===== config.mk =====
export PLATFORM = sky130hd
export DESIGN_NAME = nn_param_loader
export DESIGN_NICKNAME = d
export VERILOG_FILES = /design/src/rtl/nn_param_loader_pkg.sv /design/src/rtl/nn_param_addr_gen.sv /design/src/rtl/nn_param_loader.sv
export SDC_FILE = /design/constraint.sdc
export NUM_CORES = 1
export LEC_CHECK = 0
export ABC_CLOCK_PERIOD_IN_PS = 3000
export CORE_UTILIZATION = 51
export CTS_BUF_LIST = sky130_fd_sc_hd__clkbuf_16
export CTS_CLUSTER_DIAMETER = 50
export DETAILED_ROUTE_END_ITERATION = 6
export PLACE_DENSITY = 0.84
export SYNTH_ARGS = -nofsm -noshare
export SYNTH_HDL_FRONTEND = slang
export SYNTH_SLANG_ARGS = --single-unit
export TNS_END_PERCENT = 20

===== constraint.sdc =====
create_clock -name clk -period 3 [get_ports clk]
set_input_delay 0.45 -clock clk [delete_from_list [all_inputs] [get_ports clk]]
set_output_delay 0.45 -clock clk [all_outputs]
set_load 0.01 [all_outputs]

===== src/rtl/nn_param_loader_pkg.sv =====
// Shared constants, region encoding and write-bus payload for the parameter loader.
package nn_param_loader_pkg;

   localparam int unsigned DW        = 16;
   localparam int unsigned AW        = 9;
   localparam int unsigned NUM_BANKS = 6;

   localparam int unsigned N_W1 = 224;
   localparam int unsigned N_B1 = 32;
   localparam int unsigned N_W2 = 512;
   localparam int unsigned N_B2 = 16;
   localparam int unsigned N_W3 = 64;
   localparam int unsigned N_B3 = 4;

   // Global stream offset of the first word of each region.
   localparam int unsigned OFF_W1      = 0;
   localparam int unsigned OFF_B1      = OFF_W1 + N_W1;
   localparam int unsigned OFF_W2      = OFF_B1 + N_B1;
   localparam int unsigned OFF_B2      = OFF_W2 + N_W2;
   localparam int unsigned OFF_W3      = OFF_B2 + N_B2;
   localparam int unsigned OFF_B3      = OFF_W3 + N_W3;
   localparam int unsigned TOTAL_WORDS = OFF_B3 + N_B3;

   typedef enum logic [2:0] {
      RG_W1 = 3'd0,
      RG_B1 = 3'd1,
      RG_W2 = 3'd2,
      RG_B2 = 3'd3,
      RG_W3 = 3'd4,
      RG_B3 = 3'd5
   } region_e;

   typedef struct packed {
      logic [NUM_BANKS-1:0] sel;
      logic [AW-1:0]        addr;
      logic [DW-1:0]        din;
   } p_wr_t;

   // Bank address of the final word of a region.
   function automatic logic [AW-1:0] region_last_idx(input region_e r);
      case (r)
         RG_W1:   return AW'(OFF_B1 - OFF_W1 - 1);
         RG_B1:   return AW'(OFF_W2 - OFF_B1 - 1);
         RG_W2:   return AW'(OFF_B2 - OFF_W2 - 1);
         RG_B2:   return AW'(OFF_W3 - OFF_B2 - 1);
         RG_W3:   return AW'(OFF_B3 - OFF_W3 - 1);
         default: return AW'(TOTAL_WORDS - OFF_B3 - 1);
      endcase
   endfunction

   function automatic logic [NUM_BANKS-1:0] region_sel(input region_e r);
      return NUM_BANKS'(1) << r;
   endfunction

endpackage


===== src/rtl/nn_param_addr_gen.sv =====
// Region/index counters walking the parameter stream W1..B3.
module nn_param_addr_gen
   import nn_param_loader_pkg::*;
(
   input  logic          clk,
   input  logic          rst_n,
   input  logic          clear_i,
   input  logic          adv_i,
   output logic [2:0]    region_o,
   output logic [AW-1:0] index_o,
   output logic          last_region_c_o,
   output logic          last_all_c_o
);

   region_e       region_q, region_d;
   logic [AW-1:0] index_q,  index_d;

   assign region_o        = region_q;
   assign index_o         = index_q;
   assign last_region_c_o = (index_q == region_last_idx(region_q));
   assign last_all_c_o    = last_region_c_o && (region_q == RG_B3);

   always_comb begin
      region_d = region_q;
      index_d  = index_q;
      if (clear_i) begin
         region_d = RG_W1;
         index_d  = '0;
      end else if (adv_i) begin
         if (last_region_c_o) begin
            index_d  = '0;
            region_d = (region_q == RG_B3) ? RG_W1 : region_e'(region_q + 3'd1);
         end else begin
            index_d = index_q + AW'(1);
         end
      end
   end

   always_ff @(posedge clk or negedge rst_n) begin
      if (!rst_n) begin
         region_q <= RG_W1;
         index_q  <= '0;
      end else begin
         region_q <= region_d;
         index_q  <= index_d;
      end
   end

endmodule


===== src/rtl/nn_param_loader.sv =====
// Streams host words into the six parameter SRAMs over one shared registered write bus.
module nn_param_loader
   import nn_param_loader_pkg::*;
(
   input  logic                 clk,
   input  logic                 rst_n,
   input  logic                 load_start,
   input  logic                 s_valid,
   output logic                 s_ready,
   input  logic [DW-1:0]        s_data,
   input  logic                 s_last,
   output logic [NUM_BANKS-1:0] p_sel,
   output logic                 p_we,
   output logic [AW-1:0]        p_addr,
   output logic [DW-1:0]        p_din,
   output logic                 busy,
   output logic                 load_done,
   output logic                 load_err,
   output logic [DW-1:0]        checksum
);

   typedef enum logic [1:0] {
      ST_IDLE = 2'd0,
      ST_LOAD = 2'd1,
      ST_DONE = 2'd2
   } state_e;

   state_e        state_q, state_d;
   p_wr_t         wr_q,    wr_d;
   logic          we_q,    we_d;
   logic          busy_q,  busy_d;
   logic          done_q,  done_d;
   logic          err_q,   err_d;
   logic [DW-1:0] csum_q,  csum_d;

   logic          accept_c;
   logic          clear_c;
   logic [2:0]    region_raw;
   logic [AW-1:0] index;
   logic          last_region;
   logic          last_all;

   nn_param_addr_gen u_addr_gen (
      .clk             (clk),
      .rst_n           (rst_n),
      .clear_i         (clear_c),
      .adv_i           (accept_c),
      .region_o        (region_raw),
      .index_o         (index),
      .last_region_c_o (last_region),
      .last_all_c_o    (last_all)
   );

   // Ready depends on state only so the host may hold valid off it freely.
   assign s_ready  = (state_q == ST_LOAD);
   assign accept_c = s_valid & s_ready;

   always_comb begin
      state_d = state_q;
      wr_d    = '0;
      we_d    = 1'b0;
      done_d  = 1'b0;
      err_d   = err_q;
      csum_d  = csum_q;
      clear_c = 1'b0;
      case (state_q)
         ST_IDLE: begin
            if (load_start) begin
               state_d = ST_LOAD;
               clear_c = 1'b1;
               csum_d  = '0;
               err_d   = 1'b0;
            end
         end
         ST_LOAD: begin
            if (accept_c) begin
               wr_d.sel  = region_sel(region_e'(region_raw));
               wr_d.addr = index;
               wr_d.din  = s_data;
               we_d      = 1'b1;
               csum_d    = csum_q + s_data;
               // Clean end is s_last exactly on the final word; any mismatch is a framing error.
               if (last_all || s_last) begin
                  state_d = ST_DONE;
                  done_d  = 1'b1;
                  err_d   = last_all ^ s_last;
               end
            end
         end
         ST_DONE: state_d = ST_IDLE;
         default: state_d = ST_IDLE;
      endcase
      busy_d = (state_d == ST_LOAD) | we_d;
   end

   always_ff @(posedge clk or negedge rst_n) begin
      if (!rst_n) begin
         state_q <= ST_IDLE;
         wr_q    <= '0;
         we_q    <= 1'b0;
         busy_q  <= 1'b0;
         done_q  <= 1'b0;
         err_q   <= 1'b0;
         csum_q  <= '0;
      end else begin
         state_q <= state_d;
         wr_q    <= wr_d;
         we_q    <= we_d;
         busy_q  <= busy_d;
         done_q  <= done_d;
         err_q   <= err_d;
         csum_q  <= csum_d;
      end
   end

   assign p_sel     = wr_q.sel;
   assign p_addr    = wr_q.addr;
   assign p_din     = wr_q.din;
   assign p_we      = we_q;
   assign busy      = busy_q;
   assign load_done = done_q;
   assign load_err  = err_q;
   assign checksum  = csum_q;

endmodule


==> metrics, run 1 <==
CTS Buf Count 9; Starting Density 52.95%; Final Cell Area 4476 µm²; vias 2906; largest net degree at the start of global routing 34; Placed Cells 473; Max H-tree Level 3; FP Rows 29; Reg clk slew, reported paths 50 ps; vias per cell 5.943; TritonCTS Sinks 65; arrival time worst endpoint 2890 ps; CP endpoint kind flip-flop; Die H 83.19 µm; routability congestion estimate 0.8223; Power Total 3.738 mW; Initial DRT Pass Iterations 6; total track usage 24.89%; crit-path cells clkdlybuf4s50_1 -> ha_1 -> fa_1 -> a21o_1 -> a2111oi_2 -> buf_4 -> o21ai_1 -> o41ai_2 -> xor2_1 -> o21ai_0; Remaining Overflow, GRT 0; Final Hold Fails 0; Critical Path RT 3200 ps; Final setup viols 0; status finished, final reports clean; post-cts sizing count 0; Iter 0 DRT Violations 176; Die X 83.19 µm; number of nets in the layout 447; CP delay by family, top compound AO/OA/AOI/OAI gates; P_leak 2.108 nW; leading cell type in the layout, fill and taps excluded clkdlybuf4s50_1; Avg WL per Cell 16.73 µm; layout cells sized above 1 9.951%; maximum VDD drop 504.6 µV; initial antenna violation count 0; Final Non-Filler Cells 489; sequential-to-total area share from yosys stat 48.38%; Worst Tran Pin Value 744.0 ps; most frequent cells in the layout 71 x clkdlybuf4s50_1, 65 x dfrtp_1, 37 x nand2_1, 31 x and3_1; post-synth cell types 60; worst-path fanout max 4; asr flop ratio synth 100.0%; clk buf depth 2; setup TNS 0 ps; Slew Viols, Final 0; I/O pin count 73; Area after DPL 4197 µm²; Synth Net Count 368; remaining design rule violation count 0; EDFF count, synth 0; port buffer count 72; area grow syn2layout 33.12%; clock root buffer clkbuf_16; Worst path max stage delay 430 ps; drt total wl 8182 µm; Period minus WS final 2688 ps; post-synthesis sequential element count 65; slowest cell on the critical path clkdlybuf4s50_1; CORE AREA 6350 µm²; Power Dens Cells 835.2 nW/µm²; vias in the first global route 2778; worst hold-check path type in2async; startpoint types input port; pre-CTS setup slack 10.77 ps; die area 6921 µm²; final worst slack 312.3 ps; Post-synth top flop dfrtp_1; worst skew pair latency 330 ps; ANT cells 0; setup bufs post-CTS 0; Synth Area per Inst 10.25 µm²; post-DP HPWL 5523 µm; CTS tree done; fmax 372.1 MHz; Synth Cell Area 3362 µm²; max_slew headroom 50.40%; Post-Synthesis Cells 328; period utilization 89.59%; antenna-violating nets left 0; synth warn 0; RSZ-0062 raised after global routing no; Clock Skew 3.827 ps; Max-Cap Viols 0; hold buffers post-CTS 0; WS Path Type in2reg; CP bufs+invs 2; first-pass GRT wire length 13570 µm
==> worst register-to-register path, cell delays in order (launching register included) <==
cell	delay [ps]
dfrtp_1	390
ha_1	220
fa_1	410
a21o_1	190
a2111oi_2	340
buf_4	190
o21ai_1	90
o41ai_2	250
xor2_1	190
o21ai_0	100
==> cells in the mapped netlist (all sizes together), types with 3 or more instances <==
library cell	count	area, µm²
nand3	4	20.02
xnor2	9	78.83
o21a	5	38.79
clkbuf	9	33.78
and3	33	209.0
nor4	6	43.79
o211ai	4	35.03
a21o	6	47.55
o21ai	25	132.6
ha	18	225.2
and2	3	18.77
o22ai	3	18.77
inv	9	33.78
dfrtp	65	1627
buf	5	31.28
nor2b	4	25.02
nor2	19	73.82
a22o	3	26.28
nor3	5	25.02
a211oi	3	22.52
nand2	37	138.9
o31ai	5	42.54
xor2	6	52.55
a21oi	10	50.05
nand2b	3	18.77
==> final timing paths <==
check / from / end / slack, ps / cells past startpoint
min in group clk: checksum[4] / checksum[4] / 500 / 2
worst max-delay path: s_data[0] / checksum[12] / 310 / 10
worst max register to register: checksum[0] / checksum[12] / 490 / 9
max in group asynchronous: rst_n / load_done / 2180 / 2
worst min register to register: checksum[4] / checksum[4] / 500 / 2
worst min-delay path: rst_n / p_din[7] / 190 / 1
==> kinds of logic after synthesis <==
group | after synthesis | synth area share (%)
simple gates | 125 | 19.54
compound gates | 79 | 17.53
flops | 65 | 48.38
buf+inv | 24 | 3.051
fa+ha+maj | 19 | 7.295
xor+xnor | 15 | 3.908
mux | 1 | 0.2977
==> layout make-up <==
| type | count | area (µm²) |
|---|---|---|
| fillers | 441 | 1874 |
| multi-input cells | 239 | 1633 |
| flip-flops and latches | 65 | 1627 |
| repair buffers | 82 | 803.3 |
| clock buffers | 9 | 225.2 |
| well taps | 77 | 96.34 |
| clock inverters | 7 | 53.80 |
| inverters | 10 | 37.54 |
==> report_power, final <==
group / leakage [nW] / switching (mW) / internal, mW
Sequential: 0.871 / 0.132 / 1.05
Combinational: 1.09 / 0.846 / 0.728
Clock: 0.144 / 0.354 / 0.626
==> through the flow <==
step / util [%] / hold slack [ps]
6_report: 70.48 / 188.5
2_1_floorplan: - / 154.4
5_1_grt: 70.48 / 244.9
4_1_cts: 70.48 / 213.0
3_3_place_gp: 66.09 / 480.1
3_5_place_dp: 66.09 / 479.0
==> registers in the layout, summed over array words and instances, names as in the netlist <==
| register | flops |
|---|---|
| p_we | 1 |
| u_addr_gen.index_o | 9 |
| u_addr_gen.region_o | 3 |
| p_sel | 6 |
| busy | 1 |
| p_addr | 9 |
| state_q | 2 |
| load_err | 1 |
| checksum | 16 |
| p_din | 16 |
| load_done | 1 |
==> routing by layer <==
layer  global-route usage [%]  vias up  wire length, µm
met2                    39.57      135             3803
met3                    4.871       13              583
met5                        0        -                0
met1                    33.22     1411             3663
met4                    10.97        0              132
li1                         -     1347                -
Power figures use the tool's default switching activity.
==> run 2, diff against run 1 <==
GPL_TIMING_DRIVEN = 1   (was not set)
==> results of run 2 <==
No change in the layout: final DEF, timing and power equal those of run 1.
